**src/rtl/pipe_stage_skid.sv**
```systemverilog
// pipe_stage_skid: valid/ready pipeline register with 2-entry skid buffer and flush.
// Optional PIPE_STAGE_PERF_EN adds saturating stall_cnt/flush_cnt counters.
module pipe_stage_skid #(
    parameter int DATA_W = 32,
    parameter int CTRL_W = 2,
    parameter int CNT_W  = 16
) (
    input  logic              clk,
    input  logic              rst,
    input  logic              flush,
    input  logic              in_valid,
    output logic              in_ready,
    input  logic [CTRL_W-1:0] in_ctrl,
    input  logic [DATA_W-1:0] in_data,
    output logic              out_valid,
    input  logic              out_ready,
    output logic [CTRL_W-1:0] out_ctrl,
    output logic [DATA_W-1:0] out_data
`ifdef PIPE_STAGE_PERF_EN
   ,output logic [CNT_W-1:0]  stall_cnt,
    output logic [CNT_W-1:0]  flush_cnt
`endif
);
    logic              main_valid, skid_valid;
    logic [CTRL_W-1:0] main_ctrl, skid_ctrl;
    logic [DATA_W-1:0] main_data, skid_data;
    logic              accept, pop;

    assign in_ready  = !skid_valid && !rst;
    assign accept    = in_valid && in_ready;
    assign pop       = main_valid && out_ready;
    assign out_valid = main_valid;
    assign out_ctrl  = main_valid ? main_ctrl : '0;
    assign out_data  = main_data;

    always_ff @(posedge clk) begin
        if (rst) begin
            main_valid <= 1'b0;
            skid_valid <= 1'b0;
            main_ctrl  <= '0;
            main_data  <= '0;
            skid_ctrl  <= '0;
            skid_data  <= '0;
        end else if (flush) begin
            main_valid <= 1'b0;
            skid_valid <= 1'b0;
        end else if (!main_valid || pop) begin
            // main is free this cycle: refill from skid first to keep FIFO order
            main_valid <= skid_valid || accept;
            skid_valid <= 1'b0;
            if (skid_valid) begin
                main_ctrl <= skid_ctrl;
                main_data <= skid_data;
            end else if (accept) begin
                main_ctrl <= in_ctrl;
                main_data <= in_data;
            end
        end else if (accept) begin
            skid_valid <= 1'b1;
            skid_ctrl  <= in_ctrl;
            skid_data  <= in_data;
        end
    end

`ifdef PIPE_STAGE_PERF_EN
    always_ff @(posedge clk) begin
        if (rst) begin
            stall_cnt <= '0;
            flush_cnt <= '0;
        end else begin
            if (main_valid && !out_ready && stall_cnt != '1) stall_cnt <= stall_cnt + 1'b1;
            if (flush && (main_valid || skid_valid) && flush_cnt != '1) flush_cnt <= flush_cnt + 1'b1;
        end
    end
`endif
endmodule

```
**config.mk**
```make
export PLATFORM = sky130hd
export DESIGN_NAME = pipe_stage_skid
export DESIGN_NICKNAME = d
export VERILOG_FILES = /design/src/rtl/pipe_stage_skid.sv
export SDC_FILE = /design/constraint.sdc
export NUM_CORES = 1
export LEC_CHECK = 0
export ABC_AREA = 0
export CELL_PAD_IN_SITES_DETAIL_PLACEMENT = 1
export CELL_PAD_IN_SITES_GLOBAL_PLACEMENT = 1
export CORE_MARGIN = 2
export CORE_UTILIZATION = 37
export DETAILED_ROUTE_END_ITERATION = 16
export PLACE_DENSITY = 0.88
export SYNTH_ARGS = -nofsm -noshare
export SYNTH_HDL_FRONTEND = slang
export SYNTH_SLANG_ARGS = --single-unit
```
**constraint.sdc**
```tcl
create_clock -name clk -period 1.75 [get_ports clk]
set_input_delay 0.35 -clock clk [delete_from_list [all_inputs] [get_ports clk]]
set_output_delay 0.35 -clock clk [all_outputs]
set_load 0.01 [all_outputs]
```
# Word level (Yosys, flattened, before mapping)
# Cells that the tools add are included.
totals:
  ff_bits: 70
  latch_bits: 0
  ramBits: 0
  mem_bits_ro: 0
  output_inout_bits: 36
  n_memories: 0
op_classes:
  add_sub_neg: 0
  n_mul: 0
  n_div: 0
  order_cmp: 0
  eq_ne: 0
  n_shift: 0
  n_mux: 5
  bitwise_logic: 2
  reduce_logical: 13
op_table:
  columns: ["cell", "n"]
  rows:
  - ["two-way mux 32 bit", 2]
  - ["two-way mux 2 bit", 3]
  - ["AND reduction 3 bit", 2]
  - ["logical AND 1 bit", 3]
  - ["zero test 1 bit", 3]
  - ["OR reduction 3 bit", 1]
  - ["logical OR 1 bit", 2]
  - ["inverter 1 bit", 2]
  - ["nonzero test 2 bit", 1]
  - ["OR reduction 2 bit", 1]

# Longest topological paths before layout
logic_depth:
  depth_word: 5
  mapped_depth: 6

# Worst setup path after synthesis
# Ideal clock, no wire load.
synth_timing:
  kind: "input-to-reg"
  start: "in rst"
  end: "reg skid_ctrl[0]"
  setup_ns: 0.132
  arrival_ns: 1.415
  slack_ns: 0.203
  path_stages: 6
  path_cell_list: "buf_6 -> or4b_4 -> buf_6 -> buf_6 -> o21ai_1 -> a21oi_1"
synth_via:
  elab_chain_cells: 4
synth_rtl:
  columns: ["element", "line", "source"]
  rows:
  - ["from (decl)", "9", "input logic rst,"]
  - ["zero test 1 bit", "29", "assign in_ready = !skid_valid && !rst;"]
  - ["logical AND 1 bit", "29", null]
  - ["logical AND 1 bit", "30", "assign accept = in_valid && in_ready;"]
  - ["AND reduction 3 bit (no line)", null, null]
  - ["to (signal assigned)", "60", "skid_ctrl <= in_ctrl;"]
  - ["to (decl)", "25", "logic [CTRL_W-1:0] main_ctrl, skid_ctrl;"]
# Parallel ways exist; a longest one is shown, timed or not.
# A chain may end at the register's enable or synchronous reset.

# Worst setup path in the final report
layout_timing:
  start: "in out_ready"
  end: "reg skid_data[31]"
layout_via:
  elab_chain_cells: 4
layout_rtl:
  columns: ["element", "line", "source"]
  rows:
  - ["from (decl)", "16", "input logic out_ready,"]
  - ["logical AND 1 bit", "31", "assign pop = main_valid && out_ready;"]
  - ["logical OR 1 bit", "47", "end else if (!main_valid || pop) begin"]
  - ["inverter 1 bit (no line)", null, null]
  - ["AND reduction 3 bit (no line)", null, null]
  - ["to (signal assigned)", "61", "skid_data <= in_data;"]
  - ["to (decl)", "26", "logic [DATA_W-1:0] main_data, skid_data;"]
# No other way between the ends.

==> impl_metrics.json <==
{
  "status": "finished, final reports clean",
  "start_util_pct": 37.8,
  "switching_share_pct": 22.4,
  "drt-initial-drc-count": 79,
  "hpwl_um": 5930,
  "synth_area_mm2": 0.00326,
  "yosys_register_bits": 70,
  "syn-num-nets": 394,
  "routed_via_density": 5.15,
  "clk_latency_ns": 0.35,
  "hold_violations": 0,
  "dp.cells": 522,
  "grt_pass1_vias": 3008,
  "hold_buffers": 0,
  "netlist_top_cells_count": "70 x dfxtp_1, 37 x nor2_1, 36 x nor2b_1",
  "ys_async_sr_fraction_pct": 0,
  "cp.required_ns": 1.98,
  "cts.clk_slew.worst_paths_ns": 0.08,
  "internal-power_mw": 2.86,
  "fillers": 993,
  "vdd_ir_drop_max_uv": 450,
  "regArea_mm2": 0.00141,
  "cts.sinks": 70,
  "combPwrFrac_pct": 10.9,
  "nets": 464,
  "switchingPower_mw": 0.828,
  "vias": 2773,
  "synth_top_area_share_pct": 42.9,
  "antenna_found_initial": 0,
  "netlist_instances": 355,
  "fp-row-count": 34,
  "io_pins": 75,
  "synth_top_flop_cell": "dfxtp_1",
  "synth_edf_count": 0,
  "clockRootBuffer": "clkbuf_8",
  "hold_class": "reg -> reg",
  "yosysUniqueCellTypes": 20,
  "gp_congestion": 0.734,
  "cts_tree": "yes",
  "grt_max_degree": 35,
  "syn_avg_cell_area_um2": 9.20,
  "critPathLaunchType": "input port",
  "io_buffer_count": 74,
  "rsz0062_at_grt": "false",
  "wire_per_inst_um": 16.1,
  "max_slew_margin_pct": 80.2,
  "p_leak_nw": 1.63,
  "antennaDiodeCount": 0,
  "maxCapViolCount": 0,
  "finalPower_mw": 3.69,
  "cts_buffer_depth": 2,
  "tightestPinTransition_ns": 0.297,
  "max_stage_delay_ns": 0.55,
  "setup_viol": 0,
  "finalCriticalPeriod_ns": 1.62,
  "drc": 0,
  "drt_pass1_iterations": 4,
  "powerDensity_mw_per_mm2": 834,
  "track_usage_pct": 18.6,
  "seqPwrFrac_pct": 44.4,
  "worstPathCellList": "clkdlybuf4s50_1, or4b_4, buf_4, o21ai_1, a21oi_1",
  "fin_crit_sh_pct": 92.6,
  "crit_path_end_kind": "register",
  "fmax_ghz": 0.617,
  "die_h_um": 97.9,
  "cp_max_fo": 10,
  "grt-ovfl-total": 0,
  "worst-setup-path-type": "in -> reg",
  "stdcell_count": 538,
  "numCtsBuffers": 9,
  "worst-endpoint-arrival_ns": 1.85,
  "h-tree-depth": 3,
  "fin_hold_ws_ns": 0.484,
  "synth_most_common_cell": "dfxtp_1",
  "slew_viol_final": 0,
  "antenna_left": 0,
  "core_mm2": 0.00864,
  "drive_above_1_share_pct": 14.7,
  "clkPwrFrac_pct": 44.7,
  "area_growth_pct": 35.6,
  "ys_seq_area_share_pct": 42.9,
  "dieWidth_um": 97.9,
  "multiInputGateArea_mm2": 0.00170,
  "dieArea_mm2": 0.00959,
  "fin_worst_skew_ns": 0.00578,
  "critPathSlowestCell": "or4b_4",
  "yosysWarnings": 0,
  "wirelength_um": 8640,
  "ys_top_cells_by_area": "dfxtp_1 43%, mux2i_1 10%, mux2_2 7.6%",
  "yosys.area.top_type": "dfxtp_1",
  "grt_pass1_wl_um": 14400
}
[critical path, delay by kind of cell]
kind | cells | cell delay, ns
simple gates | 1 | 0.55
compound gates | 2 | 0.25
buf+inv | 2 | 0.70
[sequential cells by signal, indices dropped and copies added, names as in the netlist]
signal,flops
main_ctrl,2
out_data,32
out_valid,1
skid_ctrl,2
skid_data,32
skid_valid,1
[power by group through the flow]
stage | Sequential, mW | Clock (mW) | Combinational, mW
floorplan | 1.69 | 0 | 0.171
global placement | 1.68 | 0 | 0.393
detailed placement | 1.68 | 0 | 0.404
CTS | 1.64 | 1.69 | 0.407
global route | 1.64 | 1.77 | 0.433
finish | 1.64 | 1.65 | 0.402
[what timing repair did]
item	in CTS	in global routing
setup buffers	0	0
resized for setup	3	2
endpoints found under the setup margin	3	2
endpoints found under the hold margin	0	0
[cells in the final DEF (no fill, tap or decap), types with 2 or more instances in the layout]
cell type	synthesis	final
dlymetal6s2s_1	0	2
clkinvlp_4	0	2
buf_4	0	15
a21oi_1	34	34
clkdlybuf4s50_1	0	70
buf_12	0	4
nor2b_1	36	35
and2_1	2	2
dfxtp_1	70	68
mux2_1	12	12
o21ai_1	34	34
nand2b_1	2	2
nor2_1	37	37
bufinv_16	0	3
mux2_2	22	22
nand3_1	34	34
clkbuf_8	0	11
mux2i_1	34	34
[metrics by stage]
step / utilization (%) / area, um2 / setup WS [ns] / TNS, ns
after floorplan: - / 3260 / 0.203 / 0
after global placement: 48.2 / 4160 / -0.160 / -9.15
after detailed placement: 48.2 / 4160 / -0.241 / -11.69
after CTS: 51.2 / 4420 / 0.0144 / 0
after global routing: 51.2 / 4430 / 0.0906 / 0
final: 51.2 / 4430 / 0.130 / 0
[kinds of logic (layout without fill, tap and decap cells)]
kind of cell | after synthesis | in the layout | share of synthesized area [%]
multiplexers | 68 | 68 | 22.2
flip-flops | 70 | 70 | 42.9
AO/OA/AOI/OAI | 70 | 70 | 11.0
buffers and inverters | 34 | 109 | 5.60
AND/OR/NAND/NOR | 113 | 113 | 18.3
[metal layers]
metal,vias up,routed length (um),track usage (%)
li1,1363,-,-
met1,1334,3750,21.8
met2,64,4330,32.6
met3,12,419,4.80
met4,0,140,6.94
met5,-,0,0
[final cells by class]
type	count	share of cell area, %
Clock buffer	11	3.42
Clock inverter	5	2.37
Inverter	1	0.0848
Multi-Input combinational cell	251	38.3
Sequential cell	70	31.8
Tap cell	108	3.05
Timing Repair Buffer	92	20.9
[final timing paths]
check	endpoint	cells past startpoint	slack (ns)	start
setup / recovery	skid_data[31]	5	0.13	out_ready
hold / removal	skid_data[23]	2	0.48	skid_data[23]
setup reg to reg	skid_data[29]	5	0.22	skid_valid
hold reg to reg	skid_data[23]	2	0.48	skid_data[23]
No activity file was read; power rests on OpenSTA's default activity.
